--- src/rtl/fpu_pkg.sv ---
// fpu_pkg: shared FPU op codes, canonical NaN and the float order-key function
package fpu_pkg;
  localparam logic [2:0] FOP_FEQ  = 3'd0;
  localparam logic [2:0] FOP_FLT  = 3'd1;
  localparam logic [2:0] FOP_FLE  = 3'd2;
  localparam logic [2:0] FOP_FMIN = 3'd3;
  localparam logic [2:0] FOP_FMAX = 3'd4;
  localparam logic [31:0] CANON_NAN = 32'h7FC0_0000;
  // Maps a single-precision value onto an unsigned key with the same ordering; both zeros share one key
  function automatic logic [31:0] fkey(input logic [31:0] x);
    return ~|x[30:0] ? 32'h8000_0000 : x[31] ? ~x : x ^ 32'h8000_0000;
  endfunction
endpackage

--- src/rtl/fcmp_core.sv ---
// fcmp_core: combinational key compare (lt/eq) with per-operand NaN flags under FCMP_NAN_EN
module fcmp_core (
  input  logic [31:0] k1,
  input  logic [31:0] k2,
`ifdef FCMP_NAN_EN
  input  logic [31:0] x1,
  input  logic [31:0] x2,
  output logic        n1,
  output logic        n2,
`endif
  output logic        lt,
  output logic        eq
);
  assign lt = k1 < k2;
  assign eq = k1 == k2;
`ifdef FCMP_NAN_EN
  assign n1 = &x1[30:23] & |x1[22:0];
  assign n2 = &x2[30:23] & |x2[22:0];
`endif
endmodule

--- src/rtl/fcmp_unit.sv ---
// fcmp_unit: two-stage valid/ready FP compare/select unit; define FCMP_NAN_EN for NaN-aware results
module fcmp_unit
  import fpu_pkg::*;
#(
  parameter int TAG_W = 4
) (
  input  logic             clk,
  input  logic             rstn,
  input  logic             in_valid,
  output logic             in_ready,
  input  logic [2:0]       in_op,
  input  logic [31:0]      in_x1,
  input  logic [31:0]      in_x2,
  input  logic [TAG_W-1:0] in_tag,
  output logic             out_valid,
  input  logic             out_ready,
  output logic [31:0]      out_y,
  output logic [TAG_W-1:0] out_tag
);
  logic             s1_v, s2_v, s1_en, s2_en;
  logic [31:0]      s1_k1, s1_k2, s1_x1, s1_x2;
  logic [2:0]       s1_op;
  logic [TAG_W-1:0] s1_tag;
  logic             lt, eq, le, anyn;
  logic [31:0]      min_y, max_y, res;
  assign s2_en     = ~s2_v | out_ready;
  assign s1_en     = ~s1_v | s2_en;
  assign in_ready  = s1_en;
  assign out_valid = s2_v;
  assign le        = lt | eq;
`ifdef FCMP_NAN_EN
  logic n1, n2;
  fcmp_core u_core (.k1(s1_k1), .k2(s1_k2), .x1(s1_x1), .x2(s1_x2), .n1(n1), .n2(n2), .lt(lt), .eq(eq));
  assign anyn  = n1 | n2;
  assign min_y = n1 & n2 ? CANON_NAN : n1 ? s1_x2 : n2 ? s1_x1 : le ? s1_x1 : s1_x2;
  assign max_y = n1 & n2 ? CANON_NAN : n1 ? s1_x2 : n2 ? s1_x1 : lt ? s1_x2 : s1_x1;
`else
  fcmp_core u_core (.k1(s1_k1), .k2(s1_k2), .lt(lt), .eq(eq));
  assign anyn  = 1'b0;
  assign min_y = le ? s1_x1 : s1_x2;
  assign max_y = lt ? s1_x2 : s1_x1;
`endif
  // Select the result for the op held in stage 1; reserved ops yield zero
  always_comb begin
    res = s1_op == FOP_FEQ  ? {31'b0, eq & ~anyn} :
          s1_op == FOP_FLT  ? {31'b0, lt & ~anyn} :
          s1_op == FOP_FLE  ? {31'b0, le & ~anyn} :
          s1_op == FOP_FMIN ? min_y :
          s1_op == FOP_FMAX ? max_y : 32'b0;
  end
  // Stage 1: capture keys, raw operands, op and tag of an accepted request
  always_ff @(posedge clk or negedge rstn) begin
    if (!rstn) begin
      s1_v   <= 1'b0;
      s1_k1  <= '0;
      s1_k2  <= '0;
      s1_x1  <= '0;
      s1_x2  <= '0;
      s1_op  <= '0;
      s1_tag <= '0;
    end else if (s1_en) begin
      s1_v <= in_valid;
      if (in_valid) begin
        s1_k1  <= fkey(in_x1);
        s1_k2  <= fkey(in_x2);
        s1_x1  <= in_x1;
        s1_x2  <= in_x2;
        s1_op  <= in_op;
        s1_tag <= in_tag;
      end
    end
  end
  // Stage 2: register the result; held untouched while the consumer stalls
  always_ff @(posedge clk or negedge rstn) begin
    if (!rstn) begin
      s2_v    <= 1'b0;
      out_y   <= '0;
      out_tag <= '0;
    end else if (s2_en) begin
      s2_v <= s1_v;
      if (s1_v) begin
        out_y   <= res;
        out_tag <= s1_tag;
      end
    end
  end
endmodule

--- config.mk ---
export PLATFORM = sky130hd
export DESIGN_NAME = fcmp_unit
export DESIGN_NICKNAME = d
export VERILOG_FILES = /design/src/rtl/fpu_pkg.sv /design/src/rtl/fcmp_core.sv /design/src/rtl/fcmp_unit.sv
export SDC_FILE = /design/constraint.sdc
export NUM_CORES = 1
export LEC_CHECK = 0
export ABC_AREA = 1
export CELL_PAD_IN_SITES_DETAIL_PLACEMENT = 0
export CELL_PAD_IN_SITES_GLOBAL_PLACEMENT = 1
export CORE_UTILIZATION = 35
export CTS_CLUSTER_DIAMETER = 40
export DETAILED_ROUTE_END_ITERATION = 8
export PLACE_DENSITY_LB_ADDON = 0.1
export SYNTH_ARGS = -nofsm -noshare
export SYNTH_HDL_FRONTEND = slang
export SYNTH_HIERARCHICAL = 1
export SYNTH_SLANG_ARGS = --single-unit
--- constraint.sdc ---
create_clock -name clk -period 2.6 [get_ports clk]
set_clock_uncertainty 0.15 [all_clocks]
set_input_delay 0.65 -clock clk [delete_from_list [all_inputs] [get_ports clk]]
set_output_delay 0.65 -clock clk [all_outputs]
set_load 0.005 [all_outputs]
Word level (Yosys, flattened, before mapping):

Index checks and enable logic that the tools add are counted.

* order comparisons: 1
* eq/ne operators: 5
* mux-type cells: 11
* bitwise logic cells: 9
* reduce and logical (&&, ||, !) cells: 5

Operators with widths (number)
* 32-bit 2-to-1 mux: 11
* 32-bit inverter: 2
* 31-bit OR reduction: 2
* 32-bit == test: 1
* 32-bit < comparator: 1
* 3-bit by 2-bit == test with 1-bit output, second input constant: 2
* 1-bit inverter: 4
* 2-bit AND reduction: 2
* 3-bit by 1-bit == test with 1-bit output, second input constant: 1
* 3-bit == test, second input constant: 1
* 3-bit logical NOT: 1
* 1-bit OR: 3

* register bits after elaboration: 173
* input port bits: 75
* output and inout bits: 38
* logic and storage cells: 41

Depth between registers and ports, before layout:

* word-level depth: 7
* depth in mapped cells: 20
* depth with buffers taken out: 18

Modules after synthesis:

The synthesis kept the hierarchy.

Modules (own cells, without submodules)
* fcmp_unit: times used 1, cells each 1131, area each 8614.5 um^2, sequential area each 4329.2 um^2
* fcmp_core: times used 1, cells each 140, area each 864.6 um^2, sequential area each 0.0 um^2

Least setup slack after synthesis:

No wires, ideal clock.

* path type: register -> register
* start: register s1_k1[7]
* end: register out_y[8]
* setup time: 0.117 ns
* arrival time: 1.947 ns
* data required time: 2.333 ns
* path slack: 0.386 ns
* stages on the path, launching flop included: 16
* path buffers: 3
* period minus slack after synthesis: 2.214 ns
* cell sequence: dfrtp_1 > ha_1 > a21o_1 > nor2_1 > nand2_1 > nand2_1 > nand2_1 > a21oi_1 > buf_6 > nor2_4 > buf_6 > buf_4 > nand2_1 > o211ai_1 > nand3_1 > nand2_1

* cells in the longest elaborated chain, start to end: 7
* elaborated cells between the ends (all ways): 10
* classes of those cells: order compare (1); eq/ne (1); mux (7); bitwise (1)

RTL lines
* start, declared: line fcmp_unit.sv:21 `logic [31:0] s1_k1, s1_k2, s1_x1, s1_x2;`
* start signal, assigned: line fcmp_unit.sv:64 `s1_k1 <= fkey(in_x1);`
* 32-bit < comparator *: line fcmp_core.sv:14 `assign lt = k1 < k2;`
* named net lt: line fcmp_unit.sv:24 `logic lt, eq, le, anyn;`
* 32-bit 2-to-1 mux or 1-bit OR (tied branches): line fcmp_unit.sv:41, fcmp_unit.sv:30
* 32-bit 2-to-1 mux, on equally long branches: line fcmp_unit.sv:49, fcmp_unit.sv:40
* 32-bit 2-to-1 mux *: line fcmp_unit.sv:48 `s1_op == FOP_FMIN ? min_y :`
* 32-bit 2-to-1 mux *: line fcmp_unit.sv:47 `s1_op == FOP_FLE ? {31'b0, le & ~anyn} :`
* 32-bit 2-to-1 mux *: line fcmp_unit.sv:46 `s1_op == FOP_FLT ? {31'b0, lt & ~anyn} :`
* 32-bit 2-to-1 mux *: line fcmp_unit.sv:45 `res = s1_op == FOP_FEQ ? {31'b0, eq & ~anyn} :`
* end signal, assigned: line fcmp_unit.sv:82 `out_y <= res;`
* end, declared: line fcmp_unit.sv:17 `output logic [31:0] out_y,`

The timed path passes the listed nets; every way through them passes the cells marked *.
A chain may end at the register's enable or synchronous reset.

Worst setup path after layout:

* start: register s1_k2[22]
* end: register out_y[29]

* cells in the longest elaborated chain, start to end: 7
* elaborated cells between the ends (all ways): 10
* classes of those cells: order compare (1); eq/ne (1); mux (7); bitwise (1)

RTL lines
* start, declared: line fcmp_unit.sv:21
* start signal, assigned: line fcmp_unit.sv:65 `s1_k2 <= fkey(in_x2);`
* 32-bit == test: line fcmp_core.sv:15 `assign eq = k1 == k2;`
* named net eq: line fcmp_unit.sv:24
* 1-bit OR: line fcmp_unit.sv:30 `assign le = lt | eq;`
* 32-bit 2-to-1 mux: line fcmp_unit.sv:40 `assign min_y = le ? s1_x1 : s1_x2;`
* 32-bit 2-to-1 mux: line fcmp_unit.sv:48
* 32-bit 2-to-1 mux: line fcmp_unit.sv:47
* 32-bit 2-to-1 mux: line fcmp_unit.sv:46
* 32-bit 2-to-1 mux: line fcmp_unit.sv:45

The timed path passes the listed nets, and every way through them passes these cells.

==> out/results.env <==
RUN_STATUS='complete, but fails checks'
FAILED_CHECKS='DRC'
INSERTEDDIODECOUNT=0
MAX_FREQ_MHz=406
YS_ASYNC_SR_FRACTION_PCT=100
DRT_FIRST_PASS_ITERS=9
WL_PER_CELL_UM=15.6
DIE_OUTLINE_WIDTH_UM=167
NUM_VIAS=8055
YOSYSTOPAREACELLSHARE_PCT=45.7
FINALCRITPERIODSHARE_PCT=94.7
TIMING.FINAL.SETUP_VIOLATIONS=0
CRITICAL-PATH-MAX-STAGE-DELAY_NS=0.36
GRT_SETUP_UNREPAIRED='true'
TIMING_WORST_SLEW_PIN_VALUE_NS=0.708
POWER.SWITCHING_FRACTION_PCT=34.1
PIN_COUNT_OF_THE_BIGGEST_NET_ENTERING_GLOBAL_ROUTING=72
DIE-HEIGHT_UM=167
AREAGROWTHSYNTHTOFINISH_PCT=24.2
OVERALL_DIE_AREA_UM2=27700
DPL_CELL_AREA_UM2=11000
SYNTH_CELL_TYPES=31
CLOCK_PIN_SLEW_WORST_SETUP_AND_HOLD_PATHS_NS=0.08
TIMING.CRITICAL_PATH.CELLS='inv_1 -> ha_1 -> nand2_1 -> nor2_2 -> nand4_1 -> buf_4 -> nor3_2 -> buf_4 -> nor2_4 -> clkinv_4 -> buf_12 -> nand2_1 -> o211ai_1 -> nand3_1 -> nand2_1'
START_UTIL_PCT=36.1
DRC=6
REPORT.FINAL.HOLD_VIOL_COUNT=0
COMB_POWER_SHARE_PCT=30.1
SYNTH_AREA_LEADER_CELL='sky130_fd_sc_hd__dfrtp_1'
DRT_WL_TOTAL_UM=26800
HOLD_CLASS='reg -> reg'
CELL_COUNT_AFTER_SYNTHESIS=1271
WORST-ENDPOINT-REQUIRED_NS=2.82
CP.ARRIVAL_NS=2.68
DESIGN.PORTCOUNT=113
SYN-CELL-AREA_UM2=9480
POWER.NET_SWITCHING_mW=3.01
FINAL_NET_COUNT=1477
FINALPOWER_mW=8.81
CELL_INTERNAL_PWR_mW=5.80
POWER.SHARE.SEQUENTIAL_PCT=40.4
PLACEMENT_ROWS=59
LAYOUT_UTILIZATION_PCT=44.8
POWER_FRAC_CLOCK_PCT=29.5
BUFFER_PORTS.INSERTED=112
TIMING.CRITICAL_PATH.BUF_INV=5
LEAKAGEPOWER_nW=5.78
FINAL_ANTENNA_NET_COUNT=0
TRACK_USAGE_PCT=20.2
MAX_SLEW_MARGIN_PCT=52.7
SYNTH.NET_COUNT=1378
RANKING_OF_SYNTHESIZED_CELLS_BY_INSTANCE_COUNT='sky130_fd_sc_hd__nand2_1 (495), sky130_fd_sc_hd__dfrtp_1 (173), sky130_fd_sc_hd__o21ai_0 (127), sky130_fd_sc_hd__inv_1 (119), sky130_fd_sc_hd__nand3_1 (66)'
CRITPATHMAXFANOUT=24
POWERDENSITY_nW_PER_UM2=748
CATEGORY_OF_CELLS_ACCOUNTING_FOR_THE_LARGEST_SHARE_OF_CRITICAL_PATH_DELAY='simple AND/OR/NAND/NOR gates'
DP_HPWL_UM=18900
WORSTSETUPPATHTYPE='reg -> reg'
GRT_OVERFLOW_TOTAL=0
WORSTSKEWPAIRLATENCY_NS=0.44
GRT_ANTENNA_BEFORE_REPAIR=0
NUMCLOCKSINKS=173
SYNTH-EDFF-COUNT=0
YS_TOP_CELLS_BY_AREA='sky130_fd_sc_hd__dfrtp_1 (46%), sky130_fd_sc_hd__nand2_1 (20%), sky130_fd_sc_hd__o21ai_0 (6.7%)'
WIRE_LENGTH_OF_THE_FIRST_GLOBAL_ROUTING_PASS_UM=43700
TRITONCTS.NUM_BUFFERS=17
CTS-ROOT-TO-SINK-BUFFERS=2
FIRST_GLOBAL_VIAS=7755
CTS_HTREE_LEVELS=4
ROOT_BUF_CELL='sky130_fd_sc_hd__clkbuf_16'
SYNTH_SEQUENTIAL_AREA_RATIO_PCT=45.7
SLEW_VIOL_FINAL=0
VIAS_PER_CELL=4.69
SYN-MEAN-INSTANCE-AREA_UM2=7.46
FRACTION_OF_FINAL_LAYOUT_CELLS_WITH_DRIVE_STRENGTH_GREATER_THAN_1_PCT=7.23
VDD_IR_DROP_MAX_V=0.000337
CPMAXSTAGEDELAYCELL='sky130_fd_sc_hd__dfrtp_1'
STDCELL_AREA_UM2=11800
SYNTH.MOST_COMMON_CELL='sky130_fd_sc_hd__nand2_1'
POSTSYNTH.TOPFLOPCELL='sky130_fd_sc_hd__dfrtp_1'
SYNTH-SEQ-CELLS=173
ROUTABILITYCONGESTION=0.799
SETUP.WORST_PATH.END_CLASS='register'
CORE-AREA_UM2=26300
START_KIND='register'
DETAILEDROUTE.FIRSTITERATIONVIOLATIONS=490
CLOCK_TREE_FROM_TRITONCTS='yes'
SYNTHESIS.YOSYS.WARNINGS=6
PATH_COMMON_CELL='sky130_fd_sc_hd__nand2_1'
MAXCAPVIOLATIONS=0
FINALSETUPTNS_NS=0
TIME_THE_WORST_PATH_NEEDS_WITH_I_O_DELAYS_AND_SETUP_NS=2.46
-- metrics by stage --
step	worst slack (ns)	hold slack, ns	std cells
CTS	0.0540	0.334	1711
global placement	0.0737	0.312	1678
finish	0.138	0.327	1718
global route	-0.0454	0.350	1718
detailed placement	0.0623	0.314	1678
floorplan	0.386	0.204	1271
-- sequential cells by signal, indices dropped and copies added, names as in the netlist --
| name | flops |
|---|---|
| out_tag | 4 |
| s1_k1 | 32 |
| s1_v | 1 |
| s1_x2 | 32 |
| s1_k2 | 32 |
| s1_op | 3 |
| out_y | 32 |
| s1_tag | 4 |
| out_valid | 1 |
| s1_x1 | 32 |
-- tightest hold or removal path, delay by kind of cell, from the launching register on --
kind          cells  cell delay (ns)
simple gates      2             0.10
flops             1             0.34
-- worst paths after layout --
check	from	to	slack, ns	depth (start not counted)
max in group asynchronous	rstn	s1_x1[9]$_DFFE_PN0P_	1.09	3
setup reg to reg	s1_k2[22]$_DFFE_PN0P_	out_y[29]$_DFFE_PN0P_	0.14	15
hold / removal	out_y[5]$_DFFE_PN0P_	out_y[5]$_DFFE_PN0P_	0.33	2
setup / recovery	s1_k2[22]$_DFFE_PN0P_	out_y[29]$_DFFE_PN0P_	0.14	15
min in group asynchronous	rstn	s1_k2[6]$_DFFE_PN0P_	0.53	2
hold reg to reg	out_y[5]$_DFFE_PN0P_	out_y[5]$_DFFE_PN0P_	0.33	2
-- logic make-up (layout without fill, tap and decap cells) --
kind of cell / after synthesis / after routing / share of synthesized area [%]
AO/OA/AOI/OAI: 206 / 206 / 11.8
XOR/XNOR: 27 / 27 / 2.49
adder cells (fa/ha/maj): 32 / 32 / 4.22
buffers and inverters: 197 / 309 / 9.07
flip-flops: 173 / 173 / 45.7
AND/OR/NAND/NOR: 636 / 636 / 26.7
-- layout by cell type, fill, tap and decap left out, types with 28 or more instances in the layout --
cell                                n
sky130_fd_sc_hd__nand2_1          492
sky130_fd_sc_hd__ha_1              32
sky130_fd_sc_hd__clkdlybuf4s50_1  109
sky130_fd_sc_hd__inv_1            119
sky130_fd_sc_hd__nand3_1           66
sky130_fd_sc_hd__o21ai_1           28
sky130_fd_sc_hd__nor2_1            55
sky130_fd_sc_hd__dfrtp_1          173
sky130_fd_sc_hd__o21ai_0          126
sky130_fd_sc_hd__o211ai_1          31
-- per-layer routing --
layer	part of all wire (%)	GRT usage (%)	up-vias
met5	0	0	-
met4	0.91	4.75	0
met3	3.4	2.73	13
met2	42	28.9	152
met1	54	31.6	3678
li1	-	-	4212
-- power groups by stage --
| stage | Combinational, mW | Clock [mW] | Sequential, mW |
|---|---|---|---|
| 2_1_floorplan | 1.53 | 0 | 3.49 |
| 3_3_place_gp | 2.50 | 0 | 3.60 |
| 3_5_place_dp | 2.54 | 0 | 3.61 |
| 4_1_cts | 2.55 | 2.67 | 3.56 |
| 5_1_grt | 3.04 | 2.77 | 3.63 |
| 6_report | 2.65 | 2.60 | 3.56 |
-- what timing repair did --
| action | in CTS | in global routing |
|---|---|---|
| endpoints found under the hold margin | 2 | 0 |
| endpoints found under the setup margin | 0 | 27 |
| buffers inserted | 0 | 6 |
| hold buffers | 1 | 0 |
| gates resized for setup | 0 | 17 |
-- layout make-up --
| cell class | instances | area, um^2 |
|---|---|---|
| Fill cell | 2738 | 14500 |
| Sequential cell | 173 | 4330 |
| Multi-Input combinational cell | 901 | 4330 |
| Timing Repair Buffer | 152 | 1630 |
| Inverter | 125 | 475 |
| Clock buffer | 18 | 439 |
| Tap cell | 335 | 419 |
| Clock inverter | 14 | 146 |
Power figures use the tool's default switching activity.
==> RTL edit 1, RTL diff (config.mk and constraints unchanged) <==
`TAG_W`: 4 -> 5.
--- a/src/rtl/fcmp_unit.sv
+++ b/src/rtl/fcmp_unit.sv
@@ -3,5 +3,5 @@
   import fpu_pkg::*;
 #(
-  parameter int TAG_W = 4
+  parameter int TAG_W = 5
 ) (
   input  logic             clk,
Interface: changed (resized in_tag and out_tag); port bits go from 113 to 115. The function was not compared with the original's and may differ.
==> RTL edit 1 against the original RTL <==
  * Synthesized area up 0.44%
  * Total power up 4.0%
  * Via count up 4.4%
  * Non-clock buffer count up 6
  * Routed wire length up 5.6%
  * Sequential cell count up 2
  * Design area up 1.7%
  * Setup slack worse by 0.052 ns
  * Critical path type is now input pin to primary output
  * Highest routed layer unchanged
==> RTL edit 1: results (changes against the original RTL) <==
ratio of cells with drive above 1 in the final layout=7.67% (was 7.23%); R2R depth=13 (was 15); critical path's slowest cell=clkdlybuf4s50_1 (was dfrtp_1); last element of the critical path=in_ready (was out_y[29]); Critical path origin=out_ready (was s1_k2[22]); Worst EP arrival=1.71 ns (was 2.68 ns); largest net degree at the start of global routing=155 (was 72); WHS=0.00141 ns (was 0.327 ns); critical path peak fanout=2 (was 24); HPWL after DPL=19400 µm (was 18900 µm); dpl cell area=11200 µm² (was 11000 µm²); vias in the first global route=7841 (was 7755); Synth area leaders=dfrtp_1 46%, nand2_1 18%, o21ai_0 7.8% (was dfrtp_1 46%, nand2_1 20%, o21ai_0 6.7%); reg2reg end=out_y[1] (was out_y[29]); DP Cell Count=1701 (was 1678); highest cell delay on the worst timing path=0.49 ns (was 0.36 ns); DR vias/cell=4.84 (was 4.69); run status=finished, final reports clean (was complete, but fails checks); hold crit path type=input pin to asynchronous set/reset pin (was register to register); gpl congestion=0.773 (was 0.799); Mapped Nets=1384 (was 1378); 1st-iter DRT viols=584 (was 490); layout net count=1491 (was 1477); Total Routing Usage GR=20.9% (was 20.2%); slew margin rel.=52.7% (about the same); Placement Setup Slack=0.0824 ns (was 0.0623 ns); IO Port Bufs=114 (was 112); Syn Area/Cell=7.46 µm² (about the same); Reg2Reg Launch Point=s1_k1[21] (was s1_k2[22]); router iterations before antenna repair=7 (was 9); via count=8406 (was 8055); Peak supply drop=425 µV (was 337 µV); commonest cells in the netlist=468 x nand2_1, 175 x dfrtp_1, 149 x o21ai_0 (was 495 x nand2_1, 173 x dfrtp_1, 127 x o21ai_0); DRT Wirelength=28300 µm (was 26800 µm); first-pass GRT wire length=45200 µm (was 43700 µm); Yosys cell types=29 (was 31)
RTL edit 1: changes by cell type after synthesis, sizes merged:
cell,unedited run,this run
nor2,65,111
o211ai,31,1
nand2,497,471
inv,125,102
nand3,68,83
o21ai,154,169
a21oi,16,25
buf,53,51
dfrtp,173,175
and3,1,0
RTL edit 1: report_power, final:
part / leakage [nW] / internal, W / switching [W]
Clock: 0.287 / 0.00154 / 0.00114
Sequential: 2.16 / 0.00324 / 0.000411
Combinational: 3.29 / 0.00130 / 0.00153
RTL edit 1: area by class of cell:
type	instances	area, µm²
Fill cell	2731	14800
Inverter	102	384
Tap cell	341	427
Clock inverter	12	158
Timing Repair Buffer	158	1760
Sequential cell	175	4380
Clock buffer	19	443
Multi-Input combinational cell	929	4420
RTL edit 1: cell families after synthesis:
family,after synthesis,synth area share [%]
AND/OR/NAND/NOR,670,28.3
XOR/XNOR,27,2.48
buffers and inverters,172,8.40
AO/OA/AOI/OAI,200,10.7
adder cells (fa/ha/maj),32,4.21
flip-flops,175,46.0
RTL edit 1: metal layers:
| layer | GRT usage [%] | share of wire (%) | vias up |
|---|---|---|---|
| li1 | - | - | 4248 |
| met1 | 32.7 | 54 | 3971 |
| met2 | 30.2 | 41 | 170 |
| met3 | 2.92 | 3.7 | 17 |
| met4 | 4.47 | 0.87 | 0 |
| met5 | 0 | 0 | - |
RTL edit 1: repair_timing:
| item | in CTS | in global routing |
|---|---|---|
| endpoints found under the setup margin | 0 | 32 |
| gates resized for setup | 0 | 23 |
| buffers inserted | 0 | 3 |
RTL edit 1: worst max-delay path, delay by kind of cell:
family        cells  cell delay, ns
buf+inv           3            1.00
simple gates      1            0.06
==> RTL edit 2, RTL diff (config.mk and constraints unchanged) <==
Made on the original files. Make the reset (`rstn`) synchronous in 2 clocked blocks.
--- a/src/rtl/fcmp_unit.sv
+++ b/src/rtl/fcmp_unit.sv
@@ -50,5 +50,5 @@
   end
   // Stage 1: capture keys, raw operands, op and tag of an accepted request
-  always_ff @(posedge clk or negedge rstn) begin
+  always_ff @(posedge clk) begin
     if (!rstn) begin
       s1_v   <= 1'b0;
@@ -72,5 +72,5 @@
   end
   // Stage 2: register the result; held untouched while the consumer stalls
-  always_ff @(posedge clk or negedge rstn) begin
+  always_ff @(posedge clk) begin
     if (!rstn) begin
       s2_v    <= 1'b0;
Function: differs if rstn is asserted again (counterexample within 4 cycles, from zero or initial values and one cycle with rstn low); with rstn held inactive, the same outputs for 4 cycles.
==> RTL edit 2 against the original RTL <==
  * Sequential cell count stayed put
  * Design area rose by 2.7%
  * Setup slack got worse by 0.084 ns
  * Core utilization is 2.9 points higher
  * Total power is 17% lower
  * Critical path depth shrank 2
  * Fmax down 3.3%
  * Non-clock buffer count grew 70
  * Die area shrank 4.2%
  * Sequential share of layout area is 8.0 points lower
  * Synthesized area is 4.3% lower
  * Via count is 7.0% higher
  * Routed wire length grew 8.1%
  * Critical endpoint is now out_y[16]
==> RTL edit 2: results (changes against the original RTL) <==
run status=finished, final reports clean (was complete, but fails checks); Syn Area/Cell=7.02 µm² (was 7.46 µm²); fin cells=1784 (was 1718); dpl cell area=11100 µm² (was 11000 µm²); Yosys cell types=30 (was 31); predominant post-synthesis flop cell=dfxtp_1 (was dfrtp_1); async set-reset flop share out of synthesis=0% (was 100%); Non-clk bufs=222 (was 152); Routed met3 length=641 µm (was 925 µm); Critical path origin=s1_k2[10] (was s1_k2[22]); largest net degree at the start of global routing=63 (was 72); met3 GRT Util=2.59% (was 2.73%); ratio of cells with drive above 1 in the final layout=13.8% (was 7.23%); met2 usage=31.5% (was 28.9%); Clock-cell share=4.81% (was 4.98%); inverter count=114 (was 125); P_sw=0.00235 W (was 0.00301 W); Non-clock buffering overhead=18.7% (was 13.9%); flip-flop and latch area=3480 µm² (was 4330 µm²); commonest cells in the netlist=237 x nand2_1, 177 x a21oi_1, 173 x dfxtp_1 (was 495 x nand2_1, 173 x dfrtp_1, 127 x o21ai_0); first-pass GRT wire length=44000 µm (was 43700 µm); Total Routing Usage GR=21.5% (was 20.2%); gpl congestion=0.801 (was 0.799); WHS Endpoint=s1_k2[21] (was out_y[5]); via count=8620 (was 8055); multi-input gates=913 (was 901)
==> RTL edit 2: cell count changes after synthesis, sizes merged, moves of 62 or more <==
cell   before  now
nand2     497  239
nor2       65  138
dfrtp     173    0
dfxtp       0  173
a21oi      16  179
xnor2       0   62
==> RTL edit 2: critical path, cell delays in order (launching register included) <==
cell       delay [ns]
dfxtp_2          0.34
inv_2            0.05
ha_4             0.25
nand4_1          0.13
nor3_2           0.23
nand3_1          0.15
nor3_2           0.19
buf_4            0.17
nor2_4           0.05
buf_6            0.13
clkbuf_16        0.15
o211ai_1         0.17
nand3_1          0.15
a21oi_2          0.15
==> RTL edit 2: timing repair <==
item	in CTS	in global routing
endpoints found under the setup margin	0	31
resized for setup	0	60
buffers inserted	0	9
==> RTL edit 2: cell families after synthesis <==
group           count (synthesis)  synth area share (%)
xor+xnor                       62                  5.98
compound gates                409                  23.9
fa+ha+maj                      32                  4.41
buf+inv                       207                  9.75
flops                         173                  38.2
simple gates                  410                  17.8
